===== config.mk =====
export PLATFORM = sky130hd
export DESIGN_NAME = mlr_sequencer
export DESIGN_NICKNAME = d
export VERILOG_FILES = /design/src/rtl/mlr_sequencer.sv
export SDC_FILE = /design/constraint.sdc
export NUM_CORES = 1
export LEC_CHECK = 0
export BUFFER_PORTS_ARGS = -buffer_cell sky130_fd_sc_hd__buf_2
export CAP_MARGIN = 20
export CORE_MARGIN = 2
export CORE_UTILIZATION = 39
export CTS_CLUSTER_DIAMETER = 50
export DETAILED_ROUTE_END_ITERATION = 16
export MAX_ROUTING_LAYER = met4
export SETUP_SLACK_MARGIN = 0.1
export SKIP_CTS_REPAIR_TIMING = 1
export SYNTH_ARGS = -nofsm -noshare
export SYNTH_HDL_FRONTEND = slang
export SYNTH_SLANG_ARGS = --single-unit

===== constraint.sdc =====
create_clock -name clk -period 5.7 [get_ports clk]
set_clock_uncertainty 0.2 [all_clocks]
set_input_delay 1.14 -clock clk [delete_from_list [all_inputs] [get_ports clk]]
set_output_delay 1.14 -clock clk [all_outputs]
set_load 0.03 [all_outputs]

===== src/rtl/mlr_sequencer.sv =====
// mlr_sequencer: register-number and address sequencer for ARM LDM/STM.
// Walks the latched register list lowest-first, presenting one register
// index and one ascending word address per transfer, and computes the
// base-register writeback value.
//
// Ports:
//   clk        - system clock, rising edge
//   reset_n    - synchronous active-low reset
//   start      - one-cycle request to begin a sequence (sampled in IDLE only)
//   reg_list   - IR[15:0] register list
//   up         - IR[23] U bit (1 = increment, 0 = decrement)
//   pre        - IR[24] P bit (1 = before, 0 = after)
//   base_addr  - Rn value
//   advance    - current transfer complete
//   mlr_to_reg - {valid, register index} select for register-file ports A/C
//   xfer_addr  - word address of the current transfer
//   wb_addr    - Rn writeback value (Rn +/- 4*count)
//   count      - number of registers in the latched list
//   busy       - high while computing or transferring
//   done       - one-cycle pulse at the end of the sequence
module mlr_sequencer #(
   parameter  int unsigned ADDR_W = 32,
   parameter  int unsigned LIST_W = 16,
   localparam int unsigned IDX_W  = $clog2(LIST_W),
   localparam int unsigned CNT_W  = $clog2(LIST_W + 1)
) (
   input  logic              clk,
   input  logic              reset_n,
   input  logic              start,
   input  logic [LIST_W-1:0] reg_list,
   input  logic              up,
   input  logic              pre,
   input  logic [ADDR_W-1:0] base_addr,
   input  logic              advance,
   output logic [IDX_W:0]    mlr_to_reg,
   output logic [ADDR_W-1:0] xfer_addr,
   output logic [ADDR_W-1:0] wb_addr,
   output logic [CNT_W-1:0]  count,
   output logic              busy,
   output logic              done
);

   typedef enum logic [1:0] {
      ST_IDLE = 2'd0,
      ST_CALC = 2'd1,
      ST_XFER = 2'd2,
      ST_DONE = 2'd3
   } state_e;

   state_e              state_q, state_d;
   logic [LIST_W-1:0]   mask_q, mask_d;
   logic                up_q, up_d;
   logic                pre_q, pre_d;
   logic [ADDR_W-1:0]   base_q, base_d;
   logic [IDX_W:0]      mlr_q, mlr_d;
   logic [ADDR_W-1:0]   xaddr_q, xaddr_d;
   logic [ADDR_W-1:0]   wb_q, wb_d;
   logic [CNT_W-1:0]    count_q, count_d;
   logic                busy_q, busy_d;
   logic                done_q, done_d;

   logic [ADDR_W-1:0]   four_cnt;
   logic [ADDR_W-1:0]   start_addr;
   logic [ADDR_W-1:0]   wb_calc;
   logic [LIST_W-1:0]   mask_next;

   // Number of set bits in a register list.
   function automatic logic [CNT_W-1:0] popcount(input logic [LIST_W-1:0] v);
      logic [CNT_W-1:0] n;
      n = '0;
      for (int i = 0; i < int'(LIST_W); i++) begin
         n = n + CNT_W'(v[i]);
      end
      return n;
   endfunction

   // Index of the lowest set bit (0 for an empty list).
   function automatic logic [IDX_W-1:0] lowest_idx(input logic [LIST_W-1:0] v);
      logic [IDX_W-1:0] idx;
      idx = '0;
      for (int i = int'(LIST_W) - 1; i >= 0; i--) begin
         if (v[i]) idx = IDX_W'(i);
      end
      return idx;
   endfunction

   // Address arithmetic from the latched operands; all modulo 2^ADDR_W.
   always_comb begin
      four_cnt = ADDR_W'(count_q) << 2;
      unique case ({up_q, pre_q})
         2'b10:   start_addr = base_q;                               // IA
         2'b11:   start_addr = base_q + ADDR_W'(4);                  // IB
         2'b00:   start_addr = base_q - four_cnt + ADDR_W'(4);       // DA
         default: start_addr = base_q - four_cnt;                    // DB
      endcase
      wb_calc   = up_q ? (base_q + four_cnt) : (base_q - four_cnt);
      // Drop the lowest set bit: the register just transferred.
      mask_next = mask_q & (mask_q - LIST_W'(1));
   end

   // State and output registers.
   always_ff @(posedge clk) begin
      if (!reset_n) begin
         state_q <= ST_IDLE;
         mask_q  <= '0;
         up_q    <= 1'b0;
         pre_q   <= 1'b0;
         base_q  <= '0;
         mlr_q   <= '0;
         xaddr_q <= '0;
         wb_q    <= '0;
         count_q <= '0;
         busy_q  <= 1'b0;
         done_q  <= 1'b0;
      end else begin
         state_q <= state_d;
         mask_q  <= mask_d;
         up_q    <= up_d;
         pre_q   <= pre_d;
         base_q  <= base_d;
         mlr_q   <= mlr_d;
         xaddr_q <= xaddr_d;
         wb_q    <= wb_d;
         count_q <= count_d;
         busy_q  <= busy_d;
         done_q  <= done_d;
      end
   end

   // Next-state and next-output logic; outputs are computed for the state
   // being entered so every output comes straight from a flop.
   always_comb begin
      state_d = state_q;
      mask_d  = mask_q;
      up_d    = up_q;
      pre_d   = pre_q;
      base_d  = base_q;
      mlr_d   = mlr_q;
      xaddr_d = xaddr_q;
      wb_d    = wb_q;
      count_d = count_q;
      busy_d  = busy_q;
      done_d  = 1'b0;

      unique case (state_q)
         ST_IDLE: begin
            if (start) begin
               mask_d  = reg_list;
               up_d    = up;
               pre_d   = pre;
               base_d  = base_addr;
               count_d = popcount(reg_list);
               busy_d  = 1'b1;
               mlr_d   = '0;
               state_d = ST_CALC;
            end
         end
         ST_CALC: begin
            wb_d = wb_calc;
            if (count_q == '0) begin
               busy_d  = 1'b0;
               done_d  = 1'b1;
               mlr_d   = '0;
               state_d = ST_DONE;
            end else begin
               xaddr_d = start_addr;
               mlr_d   = {1'b1, lowest_idx(mask_q)};
               state_d = ST_XFER;
            end
         end
         ST_XFER: begin
            if (advance) begin
               mask_d  = mask_next;
               xaddr_d = xaddr_q + ADDR_W'(4);
               if (mask_next == '0) begin
                  busy_d  = 1'b0;
                  done_d  = 1'b1;
                  mlr_d   = '0;
                  state_d = ST_DONE;
               end else begin
                  mlr_d = {1'b1, lowest_idx(mask_next)};
               end
            end
         end
         default: begin
            state_d = ST_IDLE;
         end
      endcase
   end

   assign mlr_to_reg = mlr_q;
   assign xfer_addr  = xaddr_q;
   assign wb_addr    = wb_q;
   assign count      = count_q;
   assign busy       = busy_q;
   assign done       = done_q;

endmodule


==> flow_summary.json, run 1 <==
{
  "synth-xor-area-share": 0.0803,
  "worstSetupEndpointType": "flip-flop",
  "r2r-end": "xfer_addr[21]",
  "powerDensity_nw_per_um2": 607,
  "wl_per_cell_um": 18.3,
  "hp-start": "xfer_addr[1]",
  "syn_nets": 1527,
  "synthFlopType": "dfxtp_1",
  "cap_viol_max_count": 0,
  "antenna_found_initial": 0,
  "fin_area_um2": 11600,
  "coreArea_um2": 25900,
  "worstMarginPinSlew_ns": 1.06,
  "ys_seq_area_frac": 0.251,
  "max_freq_mhz": 218,
  "dpl_cell_area_um2": 11000,
  "io_pins": 130,
  "via_count": 10700,
  "synthesis.area_um2": 10200,
  "worst_path_max_delay_cell": "or4b_4",
  "synth_fa_ha_area_frac": 0.0590,
  "drtIter0Drc": 907,
  "drc_errors": 0,
  "path_delay_family": "compound AO/OA/AOI/OAI gates",
  "yosysUniqueCellTypes": 84,
  "finalHoldViolations": 0,
  "whs_endpoint": "xfer_addr[1]",
  "placementRows": 59,
  "n_antenna_cell": 0,
  "yosys.area_share.simple": 0.274,
  "worstReg2RegStart": "base_q[2]",
  "cellLeakagePower_nw": 4.56,
  "cp.arrival_ns": 4.68,
  "drtPass1Iterations": 5,
  "synth_edf_count": 0,
  "timing.final.crit_share": 0.806,
  "worstSetupPathType": "reg2reg",
  "fin_nets": 1581,
  "drive_gt1_frac": 0.144,
  "htreeDepth": 4,
  "pre_cts_ws_ns": 1.05,
  "cpPeakStageDelay_ns": 0.67,
  "clock_path_buffers": 2,
  "path_buf_inv": 2,
  "cts_sinks": 128,
  "gr-total-overflow": 0,
  "hold_depth": 2,
  "synthMuxAreaShare": 0.0315,
  "grt_pass1_vias": 9968,
  "n_fill_cell": 2696,
  "die_area_um2": 27500,
  "rrSetupSlack_ns": 1.10,
  "critical_path.startpoint_type": "flip-flop",
  "worst-r2r-cell-count": 14,
  "period_minus_slack_ns": 4.60,
  "dp_hpwl_um": 24600,
  "setup_slack_ns": 1.10,
  "synth_area_leaders": "dfxtp_1, a21oi_1, nand2_1",
  "grt_max_degree": 67,
  "synth_async_sr_flop_share": 0,
  "cts_root_buffer": "clkbuf_16",
  "ir_worst_vdd_mv": 0.338,
  "path_cells": "inv_1, ha_1, inv_1, fa_1, a211oi_2, a21oi_2, xor2_1, a31oi_1, or4b_4, nor3_1, o21ai_1, xor2_1, a2111oi_0, nor4_1",
  "status": "finished clean",
  "max-slew-margin-rel": 0.289,
  "drtAntennaViolNets": 0,
  "ys.warnings.count": 0,
  "clkLatencyLatePin_ns": 0.43,
  "hp-class": "reg2reg",
  "grt.total_usage": 0.247,
  "yosys.area.top_type": "dfxtp_1",
  "syn_inst": 1436,
  "wirelength_um": 33700,
  "clk_pin_slew_ns": 0.06,
  "syn_area_per_cell_um2": 7.12,
  "cts_tree": "built",
  "crit_fanout": 7,
  "area_growth_pct": 13.5,
  "synth_compound_area_frac": 0.240,
  "required_ns": 5.78,
  "die_w_um": 166,
  "setup_viol": 0,
  "gp_congestion": 0.911,
  "grt_setup_unrepaired": "no",
  "grt_pass1_wl_um": 53900,
  "slew_viol_final": 0,
  "setup_tns_ns": 0,
  "via_per_inst": 5.81,
  "synth_top_family_by_area": "simple AND/OR/NAND/NOR gates",
  "ys_ff_latch": 128,
  "start_util": 0.394,
  "io_buffers": 129,
  "die_y_um": 166,
  "numCtsBuffers": 17,
  "synth_top_area_frac": 0.251
}
## synthesized netlist by cell type (all sizes together), types with 16 or more instances
cell / number
o21ai: 86
a21oi: 151
xnor2: 54
ha: 25
or3: 22
o22ai: 18
mux2i: 31
xor2: 38
nor4: 29
nand3: 51
nand4: 17
nor2: 141
clkbuf: 94
or4: 16
dfxtp: 128
a211oi: 22
and3: 16
nor3: 42
buf: 18
nand2: 195
a22oi: 20
inv: 60
## tightest hold or removal path, cell delays in order, from the launching register on
cell and delay, ns:
dfxtp_1 0.31, nand2_1 0.05, a21oi_1 0.05
## cell type report
cell class	count	area, um2	share of cell area
well taps	335	419	0.0362
flip-flops and latches	128	2560	0.221
repair buffers	147	785	0.0677
inverters	60	226	0.0195
multi-input cells	1136	7010	0.604
clock inverters	13	164	0.0141
clock buffers	18	429	0.0370
## cell families (layout without fill, tap and decap cells)
group / Yosys count / after routing
AO/OA/AOI/OAI: 398 / 398
XOR/XNOR: 92 / 92
adder cells (fa/ha/maj): 42 / 42
buffers and inverters: 172 / 238
flip-flops: 128 / 128
multiplexers: 32 / 32
AND/OR/NAND/NOR: 572 / 572
## through the flow
| step | util | power (mW) | instances | hold WS (ns) |
|---|---|---|---|---|
| 6_report | 0.447 | 7.03 | 1837 | 0.251 |
| 5_1_grt | 0.447 | 7.58 | 1837 | 0.285 |
| 2_1_floorplan | - | 4.70 | 1436 | 0.249 |
| 3_3_place_gp | 0.424 | 5.78 | 1805 | 0.240 |
| 3_5_place_dp | 0.424 | 5.83 | 1805 | 0.245 |
| 4_1_cts | 0.447 | 6.99 | 1836 | 0.256 |
## routing by layer
metal | track usage | vias to the layer above | share of wire
met5 | - | - | 0
met4 | 0.0832 | 0 | 0.029
met3 | 0.0319 | 60 | 0.048
met2 | 0.391 | 364 | 0.46
met1 | 0.326 | 5050 | 0.46
li1 | - | 5192 | -
## layout by cell type (no fill, tap or decap), types with 12 or more instances in the layout
cell type / instances
nor3_1: 40
inv_1: 58
dfxtp_1: 128
and3_1: 16
a22oi_1: 20
o21ai_0: 79
mux2i_1: 31
xnor2_1: 52
nor2_1: 141
fa_1: 12
nor2b_1: 12
nor4_1: 21
ha_1: 22
nand3_1: 50
or3_1: 21
a31oi_1: 13
buf_2: 129
a211oi_1: 18
clkbuf_16: 17
xor2_1: 38
a21oi_1: 148
o22ai_1: 18
nand4_1: 16
nand2_1: 194
o211ai_1: 12
buf_4: 17
or4_1: 14
## worst max path at each step
stage,startpoint,to,depth (start not counted)
global placement,reg_list[0],count[2],14
global route,count[1],xfer_addr[21],12
CTS,count[1],xfer_addr[21],12
floorplan,reg_list[0],count[2],13
finish,base_q[2],xfer_addr[21],14
detailed placement,reg_list[0],count[2],14
## where the power goes
part / switching, mW / total, mW / leakage [nW] / internal (mW)
clock: 0.453 / 1.14 / 0.286 / 0.687
combinational: 2.78 / 4.34 / 3.23 / 1.56
sequential: 0.410 / 1.56 / 1.05 / 1.14
total: 3.64 / 7.03 / 4.56 / 3.39
Note: power is estimated with default switching activity, not from simulation.
==> inputs of run 2 (changes only) <==
ABC_AREA = 1   (was not set)
clock period = 4.3 ns   (was 5.7 ns; I/O delays follow)
==> run 2 against run 1 <==
Effect of this change:
- final area increased by 1.8%
- first-iteration DRC count increased by 1.8%
- register-to-register slack got worse by 0.53 ns
- die area increased by 1.1%
- routed wire length increased by 2.3%
- synthesized area increased by 1.1%
- core utilization increased by 0.53 points
- cell count increased by 13%
- non-clock buffer count increased by 3
- sequential power increased by 32%
- largest cell class unchanged
- highest routed layer unchanged
==> flow_summary.json, run 2 <==
{
  "n_antenna_cell": 0,
  "drc_errors": 0,
  "cts_sinks": 128,
  "slew_viol_final": 0,
  "die_area_um2": 27800,
  "ys_ff_latch": 128,
  "start_util": 0.396,
  "drive_gt1_frac": 0.161,
  "coreArea_um2": 26100,
  "antenna_found_initial": 0,
  "mostFrequentLayoutCells": "nand2_1, inv_1, a21oi_1, nor2_1, o21ai_0",
  "syn_area_per_cell_um2": 6.32,
  "finalHoldViolations": 0,
  "required_ns": 4.46,
  "status": "finished clean",
  "drtIter0Drc": 923,
  "use_met3": 0.0321,
  "yosys-top-cells-count": "nand2_1, inv_1, a21oi_1, nor2_1, o21ai_0",
  "synth_area_leaders": "dfxtp_1, nand2_1, a21oi_1",
  "ys_seq_area_frac": 0.248,
  "via_count": 11100,
  "yosysMostFrequentCell": "nand2_1",
  "worstSetupEndpointType": "flip-flop",
  "cp.arrival_ns": 4.09,
  "hold_depth": 2,
  "placementRows": 59,
  "timing.final.crit_share": 0.912,
  "worstSetupPathType": "in2reg",
  "grt_setup_unrepaired": "no",
  "cellLeakagePower_nw": 5.30,
  "setup_slack_ns": 0.377,
  "io_buffers": 129,
  "hp-class": "reg2reg",
  "grt.total_usage": 0.253,
  "mostFrequentLayoutCell": "nand2_1",
  "drtPass1Iterations": 5,
  "max_freq_mhz": 255,
  "syn_inst": 1634,
  "dp_hpwl_um": 26000,
  "synth_top_area_frac": 0.248,
  "yosys.area.top_type": "dfxtp_1",
  "synthFlopType": "dfxtp_1",
  "gp_congestion": 0.929,
  "worstMarginPinSlew_ns": 0.942,
  "max-slew-margin-rel": 0.371,
  "htreeDepth": 4,
  "hold_slack_ns": 0.251,
  "numCtsBuffers": 17,
  "crit_fanout": 2,
  "io_pins": 130,
  "dp.cells": 2041,
  "wl_per_cell_um": 16.6,
  "hp-start": "busy",
  "clk_pin_slew_ns": 0.06,
  "fin_nets": 1816,
  "whs_endpoint": "busy",
  "pre_cts_ws_ns": -0.102,
  "powerDensity_nw_per_um2": 799,
  "clkLatencyLatePin_ns": 0.44,
  "worstReg2RegStart": "count[0]",
  "cap_viol_max_count": 0,
  "rrSetupSlack_ns": 0.57,
  "drtAntennaViolNets": 0,
  "die_y_um": 167,
  "synth_async_sr_flop_share": 0,
  "via_per_inst": 5.34,
  "die_w_um": 167,
  "cts_root_buffer": "clkbuf_16",
  "critical_path.startpoint_type": "input pin",
  "use_met1": 0.344,
  "r2r-end": "xfer_addr[26]",
  "setup_viol": 0,
  "grt-busiest-layer": "met2",
  "gr-total-overflow": 0,
  "grt_pass1_wl_um": 55200,
  "wirelength_um": 34400,
  "worst-r2r-cell-count": 17,
  "gr-usage-met2": 0.393,
  "synthesis.area_um2": 10300,
  "synth_edf_count": 0,
  "cts_tree": "built",
  "yosysUniqueCellTypes": 59,
  "grt_max_degree": 88,
  "area_growth_pct": 14.2,
  "clock_path_buffers": 2,
  "syn_nets": 1725,
  "ir_worst_vdd_mv": 0.389,
  "ys.warnings.count": 0,
  "utilization": 0.453,
  "grt_pass1_vias": 10300,
  "fin_cells": 2072,
  "period_minus_slack_ns": 3.92
}
==> run 2: cells by family (layout without fill, tap and decap cells) <==
family,Yosys count,after routing,share of synthesized area
AOI/OAI and AO/OA,436,436,0.241
xor gates and xnor gates,27,27,0.0251
adders and majority gates,37,37,0.0535
buffers and inverters,282,385,0.110
DFF,128,128,0.248
and+or+nand+nor,724,724,0.322
==> run 2: critical path, stage by stage <==
cell and delay (ns):
buf_2 0.11, fa_1 0.53, inv_1 0.06, fa_1 0.48, fa_1 0.54, fa_1 0.42, inv_1 0.08, ha_1 0.16
inv_1 0.06, fa_1 0.39, o21ai_0 0.17, nand3_1 0.09, a21oi_1 0.13
==> run 2: power by group <==
part | leakage [nW] | internal (mW) | switching [mW]
clock | 0.292 | 0.942 | 0.593
combinational | 3.95 | 1.72 | 4.12
sequential | 1.05 | 1.60 | 0.461
total | 5.30 | 4.26 | 5.17
==> run 2: final cells by class <==
cell class / count / area [um2]
tap: 335 / 419
clock buffer: 19 / 453
fill: 2806 / 14300
inverter: 204 / 768
timing repair buffer: 150 / 803
clock inverter: 12 / 158
sequential: 128 / 2560
multi-input combinational: 1224 / 6640
==> run 2: per-layer routing <==
metal	routed length (um)	vias to the layer above
met3	1840	52
met1	16200	5075
met5	0	-
met2	15600	330
li1	-	5601
met4	848	0
==> run 2: metrics by stage <==
stage                     power, mW  setup TNS (ns)  cell area (um2)
after global placement         7.81         -0.0324            11200
after floorplan                6.29               0            10300
after CTS                      9.42               0            11800
after detailed placement       7.85          -0.102            11200
after global routing           10.2               0            11800
final                          9.43               0            11800
==> run 2: worst max path at each step <==
stage,startpoint,end,slack [ns],depth (start not counted)
6_report,reg_list[0],count[4],0.38,13
5_1_grt,reg_list[0],count[4],0.26,13
4_1_cts,reg_list[0],count[4],0.35,13
3_5_place_dp,reg_list[0],count[4],-0.10,13
3_3_place_gp,reg_list[0],count[4],-0.03,13
2_1_floorplan,reg_list[0],count[4],0.25,12
==> inputs of run 3 (changes only) <==
CORE_UTILIZATION = 48   (was 39)
CTS_CLUSTER_DIAMETER = not set   (was 50)
PLACE_DENSITY = 0.68   (was not set)
==> run 3 against run 2 <==
Effect of this change:
- maximum frequency shrank 0.77%
- clock power is essentially flat
- sequential share of layout area increased by 0.20 points
- sequential cell count unchanged
- worst hold slack got worse by 0.0096 ns
- highest routed layer unchanged
- via count up 0.97%
- register-to-register slack better by 0.06 ns
- largest power group unchanged
- total power is 0.52% lower
- die area decreased by 18%
- routed wire length fell by 4.4%
- worst setup slack worse by 0.031 ns
- critical path depth stayed put
==> flow_summary.json, run 3 (synthesis results as in run 2) <==
{
  "hp-class": "reg2reg",
  "setup_viol": 0,
  "worstSetupPathType": "in2reg",
  "p_comb_frac": 0.618,
  "worstSetupEndpointType": "flip-flop",
  "switching_share": 0.548,
  "dpl_cell_area_um2": 11100,
  "grt.total_usage": 0.300,
  "crit_end": "count[4]",
  "wl_per_cell_um": 16.4,
  "via_count": 11200,
  "rrSetupSlack_ns": 0.63,
  "cts_sinks": 128,
  "drtAntennaViolNets": 0,
  "die_y_um": 151,
  "hold_slack_ns": 0.241,
  "utilization": 0.554,
  "htreeDepth": 4,
  "cp.arrival_ns": 4.11,
  "seqPwrFrac": 0.219,
  "start_util": 0.490,
  "slew_viol_final": 0,
  "max_freq_mhz": 253,
  "required_ns": 4.45,
  "numCtsBuffers": 17,
  "mostFrequentLayoutCell": "nand2_1",
  "drtIter0Drc": 995,
  "drive_gt1_frac": 0.159,
  "antenna_found_initial": 0,
  "dp_hpwl_um": 24400,
  "worstMarginPinSlew_ns": 0.907,
  "critical_path.startpoint_type": "input pin",
  "n_antenna_cell": 0,
  "period_minus_slack_ns": 3.95,
  "power.total_mw": 9.38,
  "finalHoldViolations": 0,
  "grt_setup_unrepaired": "no",
  "p_int_mw": 4.23,
  "io_buffers": 129,
  "powerDensity_nw_per_um2": 802,
  "drc_errors": 0,
  "cts_root_buffer": "clkbuf_16",
  "startpoint": "reg_list[0]",
  "via_per_inst": 5.56,
  "coreArea_um2": 21100,
  "cts_tree": "built",
  "fin_nets": 1811,
  "status": "finished clean",
  "placementRows": 53,
  "crit_fanout": 2,
  "max-slew-margin-rel": 0.395,
  "drtPass1Iterations": 6,
  "cap_viol_max_count": 0,
  "clk_pin_slew_ns": 0.06,
  "grt_pass1_vias": 10100,
  "r2r-end": "xfer_addr[26]",
  "die_area_um2": 22700,
  "io_pins": 130,
  "cellLeakagePower_nw": 5.28,
  "wirelength_um": 32900,
  "worstReg2RegStart": "count[0]",
  "grt_max_degree": 88,
  "grt_pass1_wl_um": 52300,
  "p_sw_mw": 5.14,
  "worst-r2r-cell-count": 17,
  "p_clk_frac": 0.162,
  "die_w_um": 151,
  "clkLatencyLatePin_ns": 0.43,
  "gp_congestion": 0.937,
  "area_growth_pct": 13.2,
  "clock_path_buffers": 2,
  "fin_area_um2": 11700,
  "timing.final.crit_share": 0.919,
  "ir_worst_vdd_mv": 0.303,
  "gr-total-overflow": 0,
  "mostFrequentLayoutCells": "nand2_1, inv_1, a21oi_1, nor2_1, o21ai_0"
}
run 3: cell types whose count changed in the layout (fill, tap and decap cells not counted), sizes merged:
cell,change
bufinv,-1
clkbuf,+3
clkinv,-2
inv,+1
buf,-5
run 3: how the worst min path moves through the flow:
stage                              from       endpoint  cells after the start
after floorplan               base_q[0]   xfer_addr[0]                      2
after CTS                          busy           busy                      2
after detailed placement           busy           busy                      2
final                              busy           busy                      2
after global routing      mlr_to_reg[0]  mlr_to_reg[0]                      2
after global placement             busy           busy                      2
run 3: power groups by stage:
stage / combinational (mW) / sequential (mW) / clock (mW)
detailed placement: 5.71 / 2.07 / 0
CTS: 5.73 / 2.05 / 1.54
finish: 5.80 / 2.06 / 1.52
global placement: 5.64 / 2.06 / 0
floorplan: 3.89 / 2.41 / 0
global route: 6.43 / 2.12 / 1.59
run 3: worst max-delay path: stages:
cell     delay [ns]
buf_2          0.12
fa_1           0.53
inv_1          0.05
fa_1           0.49
fa_1           0.55
fa_1           0.41
inv_1          0.07
ha_1           0.16
inv_1          0.06
fa_1           0.40
o21ai_0        0.18
nand3_1        0.09
a21oi_1        0.13
run 3: per-stage QoR:
step	worst slack, ns	TNS (ns)	cells
5_1_grt	0.232	0	2008
3_5_place_dp	-0.0735	-0.0735	1976
3_3_place_gp	-0.0108	-0.0108	1976
6_report	0.346	0	2008
2_1_floorplan	0.247	0	1634
4_1_cts	0.337	0	2008
run 3: layout make-up:
class	instances	area [um2]
clock buffers	22	494
fillers	2141	9400
flip-flops and latches	128	2560
repair buffers	145	766
multi-input cells	1224	6640
clock inverters	10	123
well taps	275	344
inverters	204	768
run 3: routing by layer:
metal  global-route usage  up-vias  wire length, um
li1                     -     5589                -
met1                0.400     5095            14900
met2                0.469      417            14800
met3               0.0433       64             2280
met4               0.0981        0              959
met5                    -        -                0
